`src/rtl/svm_pkg.sv`:
```
// Shared constants and FSM state encoding for the SVM MAC sequencer.
package svm_pkg;

  localparam int SVM_NBITS     = 8;
  localparam int SVM_NPARALLEL = 4;
  localparam int SVM_NFEATURES = 16;

  typedef enum logic [1:0] {
    ST_LOAD = 2'd0,
    ST_MAC  = 2'd1,
    ST_DONE = 2'd2
  } svm_state_e;

endpackage

```
`src/rtl/multiply_quantize.sv`:
```
// Per-lane signed weight x feature multiply, keeping the upper NBITS of the
// 2*NBITS product (arithmetic shift right by NBITS).
module multiply_quantize #(
  parameter int NBITS     = 8,
  parameter int NPARALLEL = 4
) (
  input  logic [NPARALLEL-1:0][NBITS-1:0] weights,
  input  logic signed [NBITS-1:0]         feature,
  output logic [NPARALLEL-1:0][NBITS-1:0] quant
);

  logic signed [2*NBITS-1:0] feature_ext;

  assign feature_ext = {{NBITS{feature[NBITS-1]}}, feature};

  for (genvar p = 0; p < NPARALLEL; p++) begin : g_lane
    logic signed [2*NBITS-1:0] weight_ext;
    logic signed [2*NBITS-1:0] prod;

    // Both operands are sign-extended to full width, so the truncated
    // product is the exact signed product.
    assign weight_ext = {{NBITS{weights[p][NBITS-1]}}, weights[p]};
    assign prod       = weight_ext * feature_ext;
    assign quant[p]   = prod[2*NBITS-1:NBITS];
  end

endmodule

```
`src/rtl/svm_mac_sequencer.sv`:
```
// Streams NFEATURES features, fetches one weight row per feature and
// accumulates the quantized products of NPARALLEL lanes into one result.
module svm_mac_sequencer
  import svm_pkg::*;
#(
  parameter int NBITS     = SVM_NBITS,
  parameter int NPARALLEL = SVM_NPARALLEL,
  parameter int NFEATURES = SVM_NFEATURES,
  parameter int ACCBITS   = NBITS + $clog2(NFEATURES)
) (
  input  logic                                  clk,
  input  logic                                  rst_n,
  input  logic                                  clear,
  input  logic                                  in_valid,
  output logic                                  in_ready,
  input  logic signed [NBITS-1:0]               in_feature,
  output logic                                  rom_en,
  output logic [$clog2(NFEATURES)-1:0]          rom_addr,
  input  logic [NPARALLEL-1:0][NBITS-1:0]       rom_data,
  output logic                                  out_valid,
  input  logic                                  out_ready,
  output logic [NPARALLEL-1:0][ACCBITS-1:0]     out_acc,
  output logic                                  busy,
  output svm_state_e                            dbg_state
);

  localparam int IW = $clog2(NFEATURES);
  localparam logic [IW-1:0] LAST_IDX = IW'(NFEATURES - 1);

  // Handshakes: a transfer happens on a rising edge where valid && ready are
  // both high and clear is low; a valid output holds its data until then.

  svm_state_e                        state, state_next;
  logic [IW-1:0]                     idx, idx_next;
  logic signed [NBITS-1:0]           feature;
  logic [NPARALLEL-1:0][ACCBITS-1:0] acc;
  logic [NPARALLEL-1:0][NBITS-1:0]   quant;
  logic                              load_feature;
  logic                              acc_add;
  logic                              acc_zero;

  multiply_quantize #(
    .NBITS     (NBITS),
    .NPARALLEL (NPARALLEL)
  ) u_mq (
    .weights (rom_data),
    .feature (feature),
    .quant   (quant)
  );

  always_comb begin
    state_next   = state;
    idx_next     = idx;
    load_feature = 1'b0;
    acc_add      = 1'b0;
    acc_zero     = 1'b0;
    in_ready     = 1'b0;
    out_valid    = 1'b0;
    rom_en       = 1'b0;
    case (state)
      ST_LOAD: begin
        in_ready = 1'b1;
        if (in_valid && !clear && rst_n) begin
          load_feature = 1'b1;
          rom_en       = 1'b1;
          state_next   = ST_MAC;
        end
      end
      ST_MAC: begin
        acc_add = 1'b1;
        if (idx == LAST_IDX) begin
          idx_next   = '0;
          state_next = ST_DONE;
        end else begin
          idx_next   = idx + 1'b1;
          state_next = ST_LOAD;
        end
      end
      ST_DONE: begin
        out_valid = 1'b1;
        if (out_ready) begin
          acc_zero   = 1'b1;
          state_next = ST_LOAD;
        end
      end
      default: state_next = ST_LOAD;
    endcase
    // Abort wins over any handshake; a pending result is simply dropped.
    if (clear) begin
      state_next = ST_LOAD;
      idx_next   = '0;
      acc_zero   = 1'b1;
      acc_add    = 1'b0;
    end
  end

  always_ff @(posedge clk) begin
    if (!rst_n) begin
      state   <= ST_LOAD;
      idx     <= '0;
      feature <= '0;
      acc     <= '0;
    end else begin
      state <= state_next;
      idx   <= idx_next;
      if (load_feature) feature <= in_feature;
      if (acc_zero) begin
        acc <= '0;
      end else if (acc_add) begin
        for (int p = 0; p < NPARALLEL; p++) begin
          acc[p] <= acc[p] + {{(ACCBITS-NBITS){quant[p][NBITS-1]}}, quant[p]};
        end
      end
    end
  end

  assign rom_addr  = idx;
  assign out_acc   = acc;
  assign busy      = (idx != '0) || (state != ST_LOAD);
  assign dbg_state = state;

endmodule

```
`config.mk`:
```
export PLATFORM = sky130hd
export DESIGN_NAME = svm_mac_sequencer
export DESIGN_NICKNAME = d
export VERILOG_FILES = /design/src/rtl/svm_pkg.sv /design/src/rtl/multiply_quantize.sv /design/src/rtl/svm_mac_sequencer.sv
export SDC_FILE = /design/constraint.sdc
export NUM_CORES = 1
export LEC_CHECK = 0
export BUFFER_PORTS_ARGS = -buffer_cell sky130_fd_sc_hd__buf_2
export CORE_MARGIN = 5
export CORE_UTILIZATION = 37
export CTS_CLUSTER_SIZE = 40
export DETAILED_ROUTE_END_ITERATION = 8
export SYNTH_ARGS = -nofsm -noshare
export SYNTH_HDL_FRONTEND = slang
export SYNTH_SLANG_ARGS = --single-unit
```
`constraint.sdc`:
```
create_clock -name clk -period 7.86 [get_ports clk]
set_input_delay 0.786 -clock clk [delete_from_list [all_inputs] [get_ports clk]]
set_output_delay 0.786 -clock clk [all_outputs]
set_load 0.05 [all_outputs]
```
Word level (Yosys, flattened, before mapping)
Index checks and enable logic that the tools add are counted.
{"block": "classes", "eq_ne": 5, "muxes": 14, "n_reduce_logical": 10, "n_bitwise": 1, "mul": 4, "n_addsub": 5}
{"cell": "multiplier 8 x 8 -> 16 bit", "n": 4}
{"cell": "adder 12 bit", "n": 4}
{"cell": "two-way mux 1 bit", "n": 9}
{"cell": "two-way mux 2 bit", "n": 3}
{"cell": "case mux 2 bit (3 select lines)", "n": 1}
{"cell": "adder 4 x 1 -> 4 bit, second input constant", "n": 1}
{"cell": "equality test 4 bit, second input constant", "n": 1}
{"cell": "two-way mux 4 bit", "n": 1}
{"cell": "inequality test 2 bit, second input constant", "n": 2}
{"cell": "nonzero test 4 bit", "n": 1}
{"cell": "OR reduction 2 bit", "n": 2}
{"cell": "equality test 2 x 1 -> 1 bit, second input constant", "n": 1}
{"cell": "equality test 2 bit, second input constant", "n": 1}
{"cell": "logical AND 1 bit", "n": 2}
{"cell": "zero test 2 bit", "n": 1}
{"cell": "AND reduction 2 bit", "n": 1}
{"cell": "nonzero test 2 bit", "n": 1}
{"cell": "zero test 1 bit", "n": 1}
{"cell": "logical OR 1 bit", "n": 1}
{"cell": "inverter 1 bit", "n": 1}
{"block": "word_totals", "reg_bits": 62, "in_bits": 45, "word_cells": 46, "output_inout_bits": 58}

Longest topological paths before layout
Gate-level depths: netlist (run 1).
{"block": "logic_depth", "word_depth": 5, "depth_mapped": 29, "ltp_nobuf": 27}

Cells and area by module
Synthesis (run 1) repeated with hierarchy kept, for this count alone.
{"block": "unflattened", "hier_cells": 1539, "area_unflattened_um2": 13496.7}
{"module": "multiply_quantize", "instances": 1, "area_each_um2": 9273.9, "seq_area_each_um2": 0.0, "cells_each": 1027}
{"module": "svm_mac_sequencer", "instances": 1, "area_each_um2": 4222.8, "seq_area_each_um2": 1241.2, "cells_each": 512}

Least setup slack after synthesis (run 1)
Ideal clock, no wire load.
{"block": "synth_path", "kind": "input -> register", "from": "in rom_data[13] (netlist bit)", "to": "reg acc (netlist bit out_acc[23])", "required_time_ns": 7.790, "arrival_ns": 6.221, "slack_ns": 1.569, "cell_stages": 26, "setup_time_ns": 0.070, "path_buffers": 0, "path_cell_list": "and2_1 fa_1 inv_1 fa_1 inv_1 fa_1 inv_1 fa_1 inv_1 ha_1 nand4b_1 o22ai_1 o21a_1 o21a_1 o21a_1 o21a_1 nor3_1 nor2_1 ha_1 o21a_1 a2111oi_2 o31ai_1 xor2_1 xor2_1 or3_1 a21oi_1"}
{"block": "synth_via", "elab_chain_len": 2}
{"item": "from (decl)", "line": "svm_mac_sequencer.sv:19", "rtl": "input logic [NPARALLEL-1:0][NBITS-1:0] rom_data,"}
{"item": "multiplier 8 x 8 -> 16 bit", "line": "multiply_quantize.sv:23", "rtl": "assign prod = weight_ext * feature_ext;"}
{"item": "adder 12 bit", "line": "svm_mac_sequencer.sv:111", "rtl": "acc[p] <= acc[p] + {{(ACCBITS-NBITS){quant[p][NBITS-1]}}, quant[p]};"}
{"item": "to (signal, indexed assignment)", "line": "svm_mac_sequencer.sv:111"}
{"item": "to (decl)", "line": "svm_mac_sequencer.sv:36", "rtl": "logic [NPARALLEL-1:0][ACCBITS-1:0] acc;"}
No other way between the ends.
A chain may end at the register's enable or synchronous reset.

Worst setup path in the final report (run 1)
{"block": "layout_path", "from": "reg feature[0]", "to": "reg acc (netlist bit out_acc[11])"}
{"block": "layout_via", "elab_chain_len": 2}
{"item": "from (decl)", "line": "svm_mac_sequencer.sv:35", "rtl": "logic signed [NBITS-1:0] feature;"}
{"item": "from (signal assigned)", "line": "svm_mac_sequencer.sv:106", "rtl": "if (load_feature) feature <= in_feature;"}
{"item": "multiplier 8 x 8 -> 16 bit", "line": "multiply_quantize.sv:23"}
{"item": "adder 12 bit", "line": "svm_mac_sequencer.sv:111"}
No other way between the ends.

==> results of run 1 <==
-- final timing paths --
| path | from | endpoint | slack, ns | depth (start not counted) |
|---|---|---|---|---|
| setup / recovery | feature[0] | out_acc[11] | 0.97 | 23 |
| hold / removal | out_acc[40] | out_acc[40] | 0.47 | 2 |
| setup reg to reg | feature[0] | out_acc[11] | 0.97 | 23 |
| hold reg to reg | out_acc[40] | out_acc[40] | 0.47 | 2 |
-- routing by layer --
layer | vias to the layer above | share of wire | track usage
met2 | 140 | 0.42 | 0.247
met1 | 4783 | 0.51 | 0.243
met4 | 0 | 0.011 | 0.0337
met3 | 15 | 0.054 | 0.0427
met5 | - | 0 | 0
li1 | 4983 | - | -
-- worst max-delay path: stages (launching register included) --
cell and delay (ns):
dfxtp_1 0.99, and2_1 0.28, ha_1 0.25, inv_1 0.14
fa_1 0.52, inv_1 0.05, fa_1 0.53, inv_1 0.05
fa_1 0.53, inv_1 0.04, ha_1 0.33, and3_1 0.18
a211o_1 0.34, a31o_4 0.26, a21oi_4 0.17, xor2_1 0.41
ha_1 0.31, a21oi_1 0.20, o21ai_0 0.19, a41oi_1 0.32
xnor2_1 0.17, xnor2_1 0.09, or3_1 0.30, a21oi_1 0.13
-- cells by family after synthesis --
family          count (synthesis)  share of synthesized area
flops                          62                     0.0926
simple gates                  476                      0.182
buf+inv                       333                     0.0934
mux                             8                    0.00635
fa+ha+maj                     378                      0.474
xor+xnor                       79                     0.0522
compound gates                197                     0.0996
-- registers in the layout, indices dropped and copies added, names as in the netlist --
signal / cells
rom_addr: 4
out_acc: 48
dbg_state: 2
feature: 8
-- placed cells by master (no fill, tap or decap), types with 3 or more instances in the layout --
cell type / netlist / routed
or4_1: 5 / 5
xor2_1: 9 / 9
or3_1: 9 / 9
ha_1: 162 / 162
nand2_1: 154 / 154
xnor2_1: 69 / 69
o21ai_0: 31 / 31
nor2_1: 54 / 53
mux2_2: 4 / 4
a21oi_1: 72 / 72
a221oi_1: 4 / 4
buf_2: 1 / 102
a21o_1: 25 / 25
nor2b_1: 27 / 27
o211ai_1: 3 / 3
buf_4: 0 / 14
inv_1: 289 / 289
clkbuf_16: 0 / 9
nand2b_1: 9 / 8
o21a_1: 11 / 11
fa_1: 216 / 216
nand4_1: 7 / 7
nand3_1: 18 / 18
o21bai_1: 11 / 11
nor3_1: 13 / 13
a211oi_1: 8 / 8
dfxtp_1: 62 / 62
a31oi_1: 5 / 5
mux2i_1: 4 / 4
a211o_1: 3 / 3
and3_1: 19 / 19
and2_1: 154 / 154
bufinv_16: 0 / 3
-- power groups by stage --
stage | clock network, mW | registers (mW) | logic [mW]
floorplan | 0 | 0.343 | 0.659
global placement | 0 | 0.341 | 0.848
detailed placement | 0 | 0.342 | 0.862
CTS | 0.514 | 0.334 | 0.877
global route | 0.524 | 0.336 | 1.01
finish | 0.497 | 0.334 | 0.864
-- area by class of cell --
| cell class | instances | share of cell area |
|---|---|---|
| Tap cell | 461 | 0.0390 |
| Clock inverter | 6 | 0.00787 |
| Sequential cell | 62 | 0.0840 |
| Inverter | 289 | 0.0734 |
| Clock buffer | 10 | 0.0155 |
| Timing Repair Buffer | 116 | 0.0417 |
| Multi-Input combinational cell | 1138 | 0.739 |
==> results.cfg, run 1 <==
[floorplanning]
die_y_um = 200
num_io_pins = 103
initial_utilization = 0.376
die_x_um = 200
rows = 69
dieArea_um2 = 40100
fp.coreArea_um2 = 35700

[pwr]
leakagePower_nw = 7.67
swShare = 0.415
clkPwrFrac = 0.293
power_mw = 1.70
internal_power_uw = 992
p_switching_uw = 703
p_comb_frac = 0.510
p_seq_frac = 0.197
ir_drop_mv = 0.109
powerDensity_nw_per_um2 = 115

[timing]
rsz0062_at_grt = no
setup_viol = 0
layout_setup_ws_ns = 0.973
fin_setup_tns_ns = 0
finalCritPeriodShare = 0.876
relSlewSlack = 0.328
hold_viol_final = 0
post-route-min-period_ns = 6.89
finalMaxSlewViolations = 0
timing.fmax_ghz = 0.145
finalClockSkew_ns = 0.0199
whs_ns = 0.470
tightestPinTransition_ns = 1.01

[final_layout]
diodes = 0
final_cells = 2082
regArea_um2 = 1240
final_area_um2 = 14800
layout.nets = 2039
multi_input_area_um2 = 10900
fill_cells = 3541
fin_util = 0.415
syn2layout_area_growth_pct = 10.3
drive_above_1_share = 0.0962

[routing]
postRouteWirelength_um = 31200
drtAntennaViolNets = 0
num_vias = 9921
firstDrtPassIters = 8
wl_per_cell_um = 15.0
drcViolationCount = 0
drtIter0Drc = 392
vias_per_cell = 4.77

[synthesis]
synth_top_cell_by_area = fa_1
syn-instance-count = 1533
synthTopCellsByArea = fa_1 32%, ha_1 15%, dfxtp_1 9.3%, inv_1 8.1%, and2_1 7.2%
yosys_warnings = 0
yosysSeqAreaShare = 0.0926
synth_common_cells = 289 x inv_1, 216 x fa_1, 162 x ha_1, 154 x and2_1, 154 x nand2_1
yosysTopAreaCellShare = 0.323
synthesis.area_um2 = 13400
synth_edf_count = 0
async_flop_share = 0
synth.avg_cell_area_um2 = 8.74
ys_types = 59
ys_ff_latch = 62
synth_flop_cell = dfxtp_1
synth_most_common_cell = inv_1
syn_nets = 1956

[critical_path]
end_kind = flip-flop
worstSetupPathType = flip-flop to flip-flop
cp_max_fo = 26
cp.arrival_ns = 7.17
cp.required_ns = 8.14
cp-start-kind = flip-flop

[place]
portBuffers = 102
place.gp.congestion = 0.811
placed_area_um2 = 14400
pre_cts_ws_ns = 0.965
dp_hpwl_um = 25200
place_inst = 2066

[clock_network]
clk_latency_ns = 0.37
cts_tree = yes
hold_buffers = 0
clock_path_buffers = 2
post_cts_buffers = 0
cts_resized = 0
cts_buffers = 9
cts-root-buf = clkbuf_16
clock-sinks = 62
clk_pin_slew_ns = 0.07
cts-htree-levels = 3

[global_routing]
grt_max_degree = 64
grt_pass1_vias = 10753
grt-ovfl-total = 0
grt_usage = 0.165
grt_pass1_wl_um = 55500
antenna_found_initial = 0

[status]
outcome = finished clean

[hold_path]
hp-class = flip-flop to flip-flop

[flow_run]
cap_violations = 0
Note: power is estimated with default switching activity, not from simulation.
==> inputs of run 2 (changes only) <==
- CORE_UTILIZATION: 37 -> 30
==> run 2 against run 1 <==
Global-route usage decreased by 2.5 points. Die area is 22% higher. Utilization decreased by 7.7 points. Via count increased by 1.9%. Sequential share of layout area down 0.084 points. Clock-buffer cell count shrank 1. Combinational power is essentially flat. Sequential power is essentially flat. Critical path depth down 1. Largest power group unchanged.
==> results.cfg, run 2 (synthesis gave the netlist of run 1 again) <==
[clock_network]
cts_resized = 0
clk_pin_slew_ns = 0.06
cts-root-buf = clkbuf_16
clock_path_buffers = 2
clk_latency_ns = 0.37
hold_buffers = 0
cts_buffers = 9
clock-sinks = 62
cts_tree = yes
cts-htree-levels = 3
post_cts_buffers = 0

[routing]
drtIter0Drc = 487
num_vias = 10109
drcViolationCount = 0
firstDrtPassIters = 4
vias_per_cell = 4.57
drtAntennaViolNets = 0
postRouteWirelength_um = 32900
wl_per_cell_um = 14.9

[pwr]
powerDensity_nw_per_um2 = 112
leakagePower_nw = 7.66
power_mw = 1.67
ir_drop_mv = 0.112

[floorplanning]
dieArea_um2 = 49000
num_io_pins = 103
rows = 77
initial_utilization = 0.303
die_x_um = 221
die_y_um = 221
fp.coreArea_um2 = 44200

[timing]
fin_setup_tns_ns = 0
whs_ns = 0.472
relSlewSlack = 0.388
timing.fmax_ghz = 0.145
finalClockSkew_ns = 0.00804
tightestPinTransition_ns = 0.916
hold_viol_final = 0
rsz0062_at_grt = no
finalMaxSlewViolations = 0
finalCritPeriodShare = 0.875
setup_viol = 0
post-route-min-period_ns = 6.88

[final_layout]
syn2layout_area_growth_pct = 11.4
final_common_cell = inv_1
drive_above_1_share = 0.0969
layout.nets = 2039
fin_util = 0.338
largest_register_ffs = 48
diodes = 0
final_cell_mix = 289 x inv_1, 216 x fa_1, 162 x ha_1

[place]
portBuffers = 102
dp_hpwl_um = 27200
place.gp.congestion = 0.822

[critical_path]
cp.required_ns = 8.16
cp-start-kind = flip-flop
cp.arrival_ns = 7.17
worstSetupPathType = flip-flop to flip-flop
cp_max_fo = 15
end_kind = flip-flop
r2r_slack_ns = 0.98

[flow_run]
cap_violations = 0

[global_routing]
grt_pass1_wl_um = 56900
grt-ovfl-total = 0
grt_usage = 0.141
grt_max_degree = 64
grt_pass1_vias = 10862
antenna_found_initial = 0

[hold_path]
hp-class = flip-flop to flip-flop

[status]
outcome = finished clean
==> run 2: cell types whose count changed in the layout (fill, tap and decap cells not counted), sizes merged <==
cell      previous run  this run
bufinv               3         2
clkbuf              10         9
clkinvlp             0         1
inv                291       292
==> run 2: per-layer routing <==
layer	up-vias	part of all wire	GRT usage
met5	-	0	0
met4	0	0.0099	0.0252
met3	19	0.067	0.0407
met2	168	0.43	0.213
met1	4936	0.50	0.202
li1	4986	-	-
==> run 2: critical path, cell delays in order, from the launching register on <==
cell and delay (ns):
dfxtp_1 0.77, buf_4 0.35, nor2b_1 0.19, fa_1 0.45, fa_1 0.46, fa_1 0.49
inv_1 0.05, fa_1 0.48, inv_1 0.06, ha_1 0.22, or3_1 0.38, o211ai_1 0.27
nand2_1 0.17, o41ai_2 0.41, xnor2_1 0.32, ha_1 0.33, a21o_1 0.18, a2111oi_2 0.26
o31ai_1 0.16, xor2_1 0.17, xor2_1 0.16, or3_1 0.32, a21oi_1 0.14
==> run 2: report_power, final <==
part	switching, mW	leakage (nW)	internal, mW
sequential	0.0154	0.501	0.320
combinational	0.508	7.00	0.359
clock	0.188	0.159	0.283
==> run 2: area by class of cell <==
| cell class | count | area [um2] |
|---|---|---|
| Fill cell | 4535 | 29300 |
| Multi-Input combinational cell | 1138 | 10900 |
| Clock inverter | 7 | 105 |
| Inverter | 289 | 1080 |
| Sequential cell | 62 | 1240 |
| Clock buffer | 9 | 225 |
| Tap cell | 592 | 741 |
| Timing Repair Buffer | 116 | 616 |
==> run 2: per-stage QoR <==
step	worst slack, ns	instances	cell area [um2]
detailed placement	0.918	2197	14600
finish	0.982	2213	14900
floorplan	1.57	1533	13400
global route	0.535	2213	14900
global placement	0.996	2197	14600
CTS	0.945	2213	14900
==> run 2: final timing paths <==
path | start | endpoint | cells past startpoint
setup / recovery | feature[7] | out_acc[23] | 22
setup reg to reg | feature[7] | out_acc[23] | 22
hold / removal | out_acc[4] | out_acc[4] | 2
hold reg to reg | out_acc[4] | out_acc[4] | 2
==> inputs of run 3 (changes only) <==
- SYNTH_HIERARCHICAL: default -> 1
==> run 3 against run 2 <==
Sequential share of layout area about the same. Area after synthesis increased by 0.70%. Via count increased by 2.6%. Global-route usage increased by 0.062 points. Utilization increased by 0.10 points. Largest power group unchanged. Highest routed layer unchanged.
==> results.cfg, run 3 <==
[timing]
hold_viol_final = 0
timing.fmax_ghz = 0.145
relSlewSlack = 0.264
finalMaxSlewViolations = 0
post-route-min-period_ns = 6.88
whs_ns = 0.470
tightestPinTransition_ns = 1.10
fin_setup_tns_ns = 0
finalCritPeriodShare = 0.876
rsz0062_at_grt = no
setup_viol = 0
finalClockSkew_ns = 0.00875

[floorplanning]
fp.coreArea_um2 = 44300
rows = 77
initial_utilization = 0.305
die_x_um = 222
die_y_um = 222
dieArea_um2 = 49300
num_io_pins = 103

[critical_path]
cp.arrival_ns = 7.11
reg2reg_depth = 23
worstSetupPathType = flip-flop to flip-flop
end_kind = flip-flop
cp.required_ns = 8.09
reg2reg_to = out_acc[11]
r2r_slack_ns = 0.98
r2r_start = feature[2]
cp_max_fo = 18
cp-start-kind = flip-flop

[hold_path]
hp-class = flip-flop to flip-flop
hold-path-cell-count = 2
min_from = out_acc[16]
holdPathEnd = out_acc[16]

[pwr]
clkPwrFrac = 0.348
swShare = 0.381
leakagePower_nw = 7.44
p_comb_frac = 0.383
ir_drop_mv = 0.0971
p_switching_uw = 463
internal_power_uw = 751
powerDensity_nw_per_um2 = 80.9
p_seq_frac = 0.269

[clock_network]
cts_buffers = 9
cts_resized = 0
clock-sinks = 62
clock_path_buffers = 2
clk_pin_slew_ns = 0.06
cts-htree-levels = 3
hold_buffers = 0
clk_latency_ns = 0.35
cts_tree = yes
cts-root-buf = clkbuf_16
post_cts_buffers = 0

[synthesis]
synth_common_cells = 280 x inv_1, 216 x fa_1, 154 x ha_1, 152 x and2_1, 137 x nand2_1
synth_top_cell_by_area = fa_1
synthTopCellsByArea = fa_1 32%, ha_1 14%, dfxtp_1 9.2%, inv_1 7.8%, and2_1 7.0%
syn-instance-count = 1539
synth_edf_count = 0
yosysSeqAreaShare = 0.0920
ys_types = 63
async_flop_share = 0
ys_ff_latch = 62
synth.avg_cell_area_um2 = 8.77
yosys_warnings = 6
synth_most_common_cell = inv_1
yosysTopAreaCellShare = 0.320
synth_flop_cell = dfxtp_1
synthesis.area_um2 = 13500
syn_nets = 1954

[global_routing]
grt_pass1_wl_um = 57400
grt_pass1_vias = 11040
grt-ovfl-total = 0
grt_usage = 0.141
grt_max_degree = 40
antenna_found_initial = 0

[routing]
vias_per_cell = 4.66
wl_per_cell_um = 15.1
drcViolationCount = 0
drtIter0Drc = 426
postRouteWirelength_um = 33700
drtAntennaViolNets = 0
firstDrtPassIters = 5
num_vias = 10368

[final_layout]
layout.nets = 2042
largest_register_ffs = 48
final_common_cell = inv_1
drive_above_1_share = 0.0925
syn2layout_area_growth_pct = 11.2
final_area_um2 = 15000
fill_cells = 4697
final_cell_mix = 280 x inv_1, 216 x fa_1, 154 x ha_1

[place]
dp_hpwl_um = 27600
placed_area_um2 = 14700
place.gp.congestion = 0.820
portBuffers = 102

[status]
outcome = finished clean

[flow_run]
cap_violations = 0
[run 3: cell families (layout without fill, tap and decap cells)]
kind of cell    Yosys count  count (layout)  share of synthesized area
buf+inv                 322             415                     0.0916
mux                      18              18                     0.0137
xor+xnor                 79              79                     0.0513
other cells               0               3                          0
simple gates            466             466                      0.181
compound gates          222             222                      0.107
fa+ha+maj               370             370                      0.463
flops                    62              62                     0.0920
[run 3: how the worst max path moves through the flow]
stage                 start           to
2_1_floorplan  rom_data[31]  out_acc[47]
3_3_place_gp     feature[2]  out_acc[11]
3_5_place_dp     feature[5]  out_acc[11]
4_1_cts          feature[5]  out_acc[11]
5_1_grt          feature[5]  out_acc[11]
6_report         feature[2]  out_acc[11]
[run 3: cell type report]
| class | instances | area (um2) | share of cell area |
|---|---|---|---|
| Timing Repair Buffer | 119 | 638 | 0.0425 |
| Multi-Input combinational cell | 1155 | 11000 | 0.735 |
| Clock inverter | 6 | 71.3 | 0.00475 |
| Inverter | 280 | 1050 | 0.0700 |
| Clock buffer | 10 | 229 | 0.0153 |
| Antenna cell | 3 | 7.51 | 0.000500 |
| Sequential cell | 62 | 1240 | 0.0827 |
| Tap cell | 592 | 741 | 0.0494 |
[run 3: power groups by stage]
stage	registers (mW)	clock network, mW	logic (mW)
after CTS	0.327	0.443	0.471
after floorplan	0.334	0	0.338
final	0.327	0.422	0.464
after detailed placement	0.334	0	0.465
after global routing	0.327	0.453	0.535
after global placement	0.333	0	0.454
[run 3: worst max-delay path: stages, from the launching register on]
cell and delay [ns]:
dfxtp_1 0.81, buf_4 0.31, nand2_1 0.14, inv_1 0.11, fa_1 0.43, fa_1 0.50
fa_1 0.55, inv_1 0.05, fa_1 0.52, inv_1 0.04, ha_1 0.20, or3_1 0.37
o32a_1 0.35, a31o_2 0.30, a41o_1 0.24, a211oi_1 0.29, buf_4 0.22, ha_1 0.24
a21oi_1 0.10, o21ai_0 0.28, nor3_1 0.08, a221oi_1 0.40, a21o_1 0.18, a21oi_2 0.05
[run 3: layer usage]
layer / wire length, um / track usage / up-vias / share of wire
met5: 0 / 0 / - / 0
met4: 446 / 0.0290 / 0 / 0.013
met3: 2160 / 0.0388 / 29 / 0.064
met2: 14600 / 0.214 / 184 / 0.43
met1: 16500 / 0.202 / 5066 / 0.49
li1: - / - / 5089 / -
[run 3: stage by stage]
stage,instances,power (mW),utilization,setup WS (ns)
floorplan,1539,0.672,-,1.24
detailed placement,2208,0.798,0.332,0.965
finish,2227,1.21,0.339,0.976
CTS,2224,1.24,0.338,0.971
global placement,2208,0.787,0.332,1.11
global route,2224,1.31,0.338,0.532
